## config.mk

```make
export PLATFORM = sky130hd
export DESIGN_NAME = controller_sequencer
export DESIGN_NICKNAME = d
export VERILOG_FILES = /design/src/rtl/controller_sequencer.sv
export SDC_FILE = /design/constraint.sdc
export NUM_CORES = 1
export LEC_CHECK = 0
export BUFFER_PORTS_ARGS = -buffer_cell sky130_fd_sc_hd__buf_2
export CAP_MARGIN = 20
export CORE_UTILIZATION = 43
export DETAILED_ROUTE_END_ITERATION = 10
export GPL_TIMING_DRIVEN = 0
export PLACE_DENSITY = 0.85
export SLEW_MARGIN = 5
export SYNTH_ARGS = -nofsm -noshare
export SYNTH_HDL_FRONTEND = slang
export SYNTH_SLANG_ARGS = --single-unit
```

## constraint.sdc

```tcl
create_clock -name clk -period 2 [get_ports clk]
set_clock_uncertainty 0.1 [all_clocks]
set_input_delay 0.2 -clock clk [delete_from_list [all_inputs] [get_ports clk]]
set_output_delay 0.2 -clock clk [all_outputs]
set_load 0.01 [all_outputs]
```

## src/rtl/controller_sequencer.sv

```systemverilog
// SAP-1 controller/sequencer: one-hot T-state ring, control matrix, HLT latch
// and program/run gating of SRAM access.
module controller_sequencer #(
  parameter bit SKIP_NOP_STATES = 1'b0
) (
  input  logic       clk,
  input  logic       clear_bar,
  input  logic       run_not_prog,
  input  logic       prog_we,
  input  logic       lda,
  input  logic       add,
  input  logic       sub,
  input  logic       out,
  input  logic       hlt,
  output logic       Cp,
  output logic       Ep,
  output logic       Lm_bar,
  output logic       ce_bar,
  output logic       we_bar,
  output logic       Li_bar,
  output logic       Ei_bar,
  output logic       La_bar,
  output logic       Ea,
  output logic       Su,
  output logic       Eu,
  output logic       Lb_bar,
  output logic       Lo_bar,
  output logic [5:0] t_state,
  output logic       halted
);

  typedef enum logic [5:0] {
    T1 = 6'b000001,
    T2 = 6'b000010,
    T3 = 6'b000100,
    T4 = 6'b001000,
    T5 = 6'b010000,
    T6 = 6'b100000
  } t_state_e;

  t_state_e state_r;
  t_state_e state_nxt_s;
  logic     halted_r;
  logic     halted_nxt_s;

  logic sel_hlt_s;
  logic sel_lda_s;
  logic sel_add_s;
  logic sel_sub_s;
  logic sel_out_s;
  logic sel_nop_s;

  // Priority decode of the instruction flags: hlt > lda > add > sub > out.
  always_comb begin
    sel_hlt_s = hlt;
    sel_lda_s = ~hlt & lda;
    sel_add_s = ~hlt & ~lda & add;
    sel_sub_s = ~hlt & ~lda & ~add & sub;
    sel_out_s = ~hlt & ~lda & ~add & ~sub & out;
    sel_nop_s = ~(hlt | lda | add | sub | out);
  end

  // State and halt registers with synchronous active-low clear.
  always_ff @(posedge clk) begin
    if (!clear_bar) begin
      state_r  <= T1;
      halted_r <= 1'b0;
    end else begin
      state_r  <= state_nxt_s;
      halted_r <= halted_nxt_s;
    end
  end

  // Ring advance; halt freezes the ring at T4, program mode parks it at T1.
  always_comb begin
    state_nxt_s  = state_r;
    halted_nxt_s = halted_r;
    if (halted_r) begin
      state_nxt_s = state_r;
    end else if (!run_not_prog) begin
      state_nxt_s = T1;
    end else begin
      case (state_r)
        T1: state_nxt_s = T2;
        T2: state_nxt_s = T3;
        T3: state_nxt_s = (SKIP_NOP_STATES && sel_nop_s) ? T1 : T4;
        T4: begin
          if (sel_hlt_s) begin
            state_nxt_s  = T4;
            halted_nxt_s = 1'b1;
          end else if (SKIP_NOP_STATES && sel_out_s) begin
            state_nxt_s = T1;
          end else begin
            state_nxt_s = T5;
          end
        end
        T5: state_nxt_s = (SKIP_NOP_STATES && sel_lda_s) ? T1 : T6;
        T6: state_nxt_s = T1;
        default: state_nxt_s = T1;
      endcase
    end
  end

  // Control matrix; clear dominates, then program mode, then halt.
  always_comb begin
    Cp     = 1'b0;
    Ep     = 1'b0;
    Lm_bar = 1'b1;
    ce_bar = 1'b1;
    we_bar = 1'b1;
    Li_bar = 1'b1;
    Ei_bar = 1'b1;
    La_bar = 1'b1;
    Ea     = 1'b0;
    Su     = 1'b0;
    Eu     = 1'b0;
    Lb_bar = 1'b1;
    Lo_bar = 1'b1;
    if (!clear_bar) begin
      Cp = 1'b0;
    end else if (!run_not_prog) begin
      ce_bar = ~prog_we;
      we_bar = ~prog_we;
    end else if (halted_r) begin
      Cp = 1'b0;
    end else begin
      case (state_r)
        T1: begin
          Ep     = 1'b1;
          Lm_bar = 1'b0;
        end
        T2: Cp = 1'b1;
        T3: begin
          ce_bar = 1'b0;
          Li_bar = 1'b0;
        end
        T4: begin
          if (sel_lda_s || sel_add_s || sel_sub_s) begin
            Ei_bar = 1'b0;
            Lm_bar = 1'b0;
          end else if (sel_out_s) begin
            Ea     = 1'b1;
            Lo_bar = 1'b0;
          end else begin
            Ea = 1'b0;
          end
        end
        T5: begin
          if (sel_lda_s) begin
            ce_bar = 1'b0;
            La_bar = 1'b0;
          end else if (sel_add_s || sel_sub_s) begin
            ce_bar = 1'b0;
            Lb_bar = 1'b0;
          end else begin
            ce_bar = 1'b1;
          end
        end
        T6: begin
          if (sel_add_s || sel_sub_s) begin
            Eu     = 1'b1;
            Su     = sel_sub_s;
            La_bar = 1'b0;
          end else begin
            Eu = 1'b0;
          end
        end
        default: Cp = 1'b0;
      endcase
    end
  end

  assign t_state = state_r;
  assign halted  = halted_r;

endmodule

```

### After elaboration in Yosys (flattened, before gate mapping)

Cells that the tools add are included.

* bits in registers: 7
* input port bits: 9
* output and inout port bits: 20
* word-level logic and storage cells: 91

* equal/unequal tests: 6
* multiplexer cells: 68
* bitwise logic cells: 12
* reductions and logical operators: 3

Operators with widths (count)
* $mux 1: 62
* $pmux 6 s5: 1
* $and 1x1->1: 7
* $eq 6x1->1 const B: 1
* $eq 6x2->1 const B: 1
* $eq 6x3->1 const B: 1
* $eq 6x4->1 const B: 1
* $eq 6x5->1 const B: 1
* $eq 6x6->1 const B: 1
* $mux 6: 1
* $pmux 1 s2: 3
* $mux 5: 1
* $not 1->1: 5
* $logic_or 1x1->1: 3

### Logic depth before layout (Yosys ltp)

* word-level depth: 11
* mapped depth: 5
* mapped depth without buffers: 4

### Worst setup path after synthesis

Ideal clock, no wire load.

* path type: register to output
* start point: register halted_r (netlist: halted)
* end point: output Su
* arrival: 1.637 ns
* required time: 1.700 ns
* path slack: 0.063 ns
* cell stages (with the launch flop): 6
* path buffers: 1
* path through: dfxtp_1 > buf_2 > and2b_1 > nand2_2 > or3_1 > nor4_1

* longest elaborated chain between the ends: 3

RTL lines
* start: declaration: RTL line 43 `logic halted_r;`
* start signal: assignment: RTL line 70 `halted_r <= halted_nxt_s;`
* $mux 1: RTL line 124 `end else if (halted_r) begin`
* $mux 1: RTL line 121 `end else if (!run_not_prog) begin`
* $mux 1: RTL line 119 `if (!clear_bar) begin`
* end: declaration: RTL line 24 `output logic Su,`

No other way between the ends.

### Worst setup path in the final report

* start point: register state_r[1] (netlist: t_state[1])
* end point: output ce_bar

* longest elaborated chain between the ends: 5
* elaborated cells on any way between the ends: 6
* classes of those cells: eq/ne (2); mux (4)

RTL lines
* start: declaration: RTL line 41 `t_state_e state_r;`
* start signal: assignment: RTL line 69 `state_r <= state_nxt_s;`
* $eq 6x5->1 / $eq 6x3->1 (equally long branches): RTL line 127 `case (state_r)`
* $pmux 1 s2 (*): RTL line 127
* $mux 1 (*): RTL line 124
* $mux 1 (*): RTL line 121
* $mux 1 (*): RTL line 119
* end: declaration: RTL line 18 `output logic ce_bar,`

Every way passes the cells marked *; elsewhere a longest branch is shown, timed or not.

==> metrics.md <==
| Metric | Value |
|---|---|
| Status | finished with violations |
| Failing checks | negative setup slack |
| Final std cells w/o fill | 129 |
| DIE AREA | 1480 µm² |
| Core outline area | 1170 µm² |
| Power Internal | 0.250 mW |
| Cell variety after synth | 38 |
| DR WL/cell | 15.2 µm |
| Leak | 0.365 nW |
| Number of synthesized flops with an enable pin | 0 |
| P&R area growth vs syn | 57.6% |
| WHS | 0.212 ns |
| Synth top cells by count | dfxtp_1 (7), nand2_1 (5), nor2b_1 (5) |
| # rows | 12 |
| Htree depth | 1 |
| Setup CP Type | flop to primary output |
| Seq/Total Area, Yosys | 0.245 |
| Crit path max fanout | 6 |
| Drt first pass iters | 4 |
| Root Buffer | clkbuf_4 |
| Ys flop type | dfxtp_1 |
| Worst slew margin | 0.740 |
| Synthesized cell area | 573 µm² |
| Die height | 38.5 µm |
| Worst path max stage delay | 0.58 ns |
| Setup violations, final | 10 |
| Post-CTS Hold Buffers | 0 |
| Vias in the first global route | 633 |
| Drt initial violations | 17 |
| Hpwl dp | 1170 µm |
| Post-layout min period | 2.24 ns |
| Register bit total from synthesis | 7 |
| PnR worst setup slack | -0.239 ns |
| Synth area leader | dfxtp_1 |
| WL final | 1960 µm |
| Critical Path Slowest Stage Cell | or4_4 |
| Final instance area | 903 µm² |
| Slew Viols, Final | 0 |
| Syn avg cell area | 7.85 µm² |
| Switching Share | 0.296 |
| Mapped Nets | 82 |
| Largest net degree at the start of global routing | 11 |
| Switch Pwr | 0.105 mW |
| Initial antenna violation count | 0 |
| Part of the power in registers | 0.409 |
| CTS Buffer Depth | 2 |
| CTS Buf Count | 3 |
| Cell Pwr Density | 394 nW/µm² |
| Clk pwr share | 0.371 |
| First-pass GRT wire length | 2800 µm |
| Register area | 151 µm² |
| Vias per inst | 5.66 |
| Setup repair after global routing missed its margin | yes |
| Share of cells above drive strength 1 | 0.513 |
| Clock latency on the worst-skew pair | 0.25 ns |
| Total global-route track usage | 0.281 |
| Startpoint types | flop |
| Instance count of the mapped netlist | 73 |
| GRT Residual Overflow | 0 |
| Fin util | 0.771 |
| CP Data Required Time | 1.70 ns |
| Tot Pwr | 0.356 mW |
| Multi-input gate area | 455 µm² |
| Final hold vios | 0 |
| Routed via count | 730 |
| Antenna cell count | 0 |
| Worst-Margin Slew | 0.391 ns |
| Worst Setup End Kind | primary output |
| Filler Cells Inserted | 91 |
| CTS tree | yes |
| Post-synth top area share | 0.245 |
| Tcrit/Tclk final | 1.12 |
| Clock sink total | 7 |
| Peak VDD IR | 389 µV |
| Chip width | 38.5 µm |
| Worst EP arrival | 1.94 ns |
| Dpl cell area | 731 µm² |
| Nets | 125 |
| Final ANT Viol Nets | 0 |
| Initial Utilization | 0.489 |
| Placed insts | 115 |
| I/O Buffers | 28 |
| Drt drc | 0 |
| Area contributors post-synth | dfxtp_1 (24%), nor2b_1 (5.5%), nand3b_1 (5.2%), nor3b_2 (4.4%), nor3_1 (3.5%) |
| Fmax | 0.447 GHz |
| Max-cap violations | 0 |
| Hold crit path type | primary input to flop |
| Synth Warn # | 0 |
| Num ports | 29 |
| Cell Chain, Critical Path | or4_4 -> nor3b_4 -> buf_4 -> a21oi_2 -> o21a_1 -> buf_2 |
| Cell with the most instances after synthesis | dfxtp_1 |
| RePlAce Congestion | 0.788 |
| Clock-pin slew on the worst setup and hold paths | 0.05 ns |
| Logic gate share of total power | 0.221 |
| Share of flip-flops with an asynchronous set or reset | 0 |
per-layer routing:
layer  global-route usage  up-vias  part of all wire
li1                     -      356                 -
met2                0.508       36              0.50
met1                0.315      332              0.42
met4               0.0345        0             0.020
met5                    0        -                 0
met3                0.105        6             0.065
final timing paths:
path | start | endpoint | slack (ns) | cells past startpoint
setup / recovery | t_state[1]$_SDFFE_PN0N_ | ce_bar | -0.24 | 6
hold / removal | run_not_prog | halted$_SDFF_PN0_ | 0.21 | 3
setup reg to reg | t_state[1]$_SDFFE_PN0N_ | t_state[4]$_SDFFE_PN0N_ | 0.10 | 6
hold reg to reg | t_state[5]$_SDFFE_PN0N_ | t_state[5]$_SDFFE_PN0N_ | 0.45 | 2
kinds of logic after synthesis:
kind of cell    share of synthesized area
flops                               0.245
simple gates                        0.489
buf+inv                            0.0611
compound gates                      0.190
xor+xnor                           0.0153
metrics by stage:
stage / TNS (ns) / setup WS [ns]
finish: -1.48 / -0.239
global route: -2.21 / -0.308
CTS: -1.31 / -0.218
detailed placement: -0.0841 / -0.0515
global placement: -0.0228 / -0.0228
floorplan: 0 / 0.0626
registers in the layout, summed over array words and instances (netlist names):
register and flops:
t_state 6, halted 1
repair_timing:
item	in CTS	in global routing
setup buffers	7	4
resized for setup	13	4
pin swaps	11	9
setup endpoints to repair	11	10
worst max-delay path: cells and delay by family (launching register included):
kind	cells	cell delay [ns]
simple gates	2	0.83
flops	1	0.36
buf+inv	2	0.29
compound gates	2	0.22
power groups by stage:
stage	combinational, mW	clock [mW]	sequential (mW)
after floorplan	0.0353	0	0.151
after global placement	0.0596	0	0.151
after detailed placement	0.0609	0	0.151
after CTS	0.0678	0.138	0.146
after global routing	0.0843	0.150	0.146
final	0.0785	0.132	0.145
placed cells by master, fill, tap and decap left out, drive strengths merged, types with 2 or more instances in the layout:
| cell | instances |
|---|---|
| nand4 | 2 |
| nor2b | 5 |
| buf | 41 |
| nor4 | 2 |
| or4 | 2 |
| a21boi | 2 |
| nand3 | 3 |
| or3 | 2 |
| nor2 | 4 |
| nand3b | 4 |
| nand2 | 6 |
| o31ai | 2 |
| nor3 | 4 |
| inv | 2 |
| dfxtp | 7 |
| nor3b | 3 |
| o21ai | 2 |
| nand2b | 2 |
| a21oi | 3 |
| clkbuf | 5 |
layout make-up:
| class | instances | area share |
|---|---|---|
| inverters | 2 | 0.00831 |
| repair buffers | 39 | 0.247 |
| plain buffers | 3 | 0.0249 |
| flip-flops and latches | 7 | 0.168 |
| multi-input cells | 60 | 0.504 |
| well taps | 14 | 0.0194 |
| clock buffers | 4 | 0.0291 |
No activity file was read; power rests on OpenSTA's default activity.
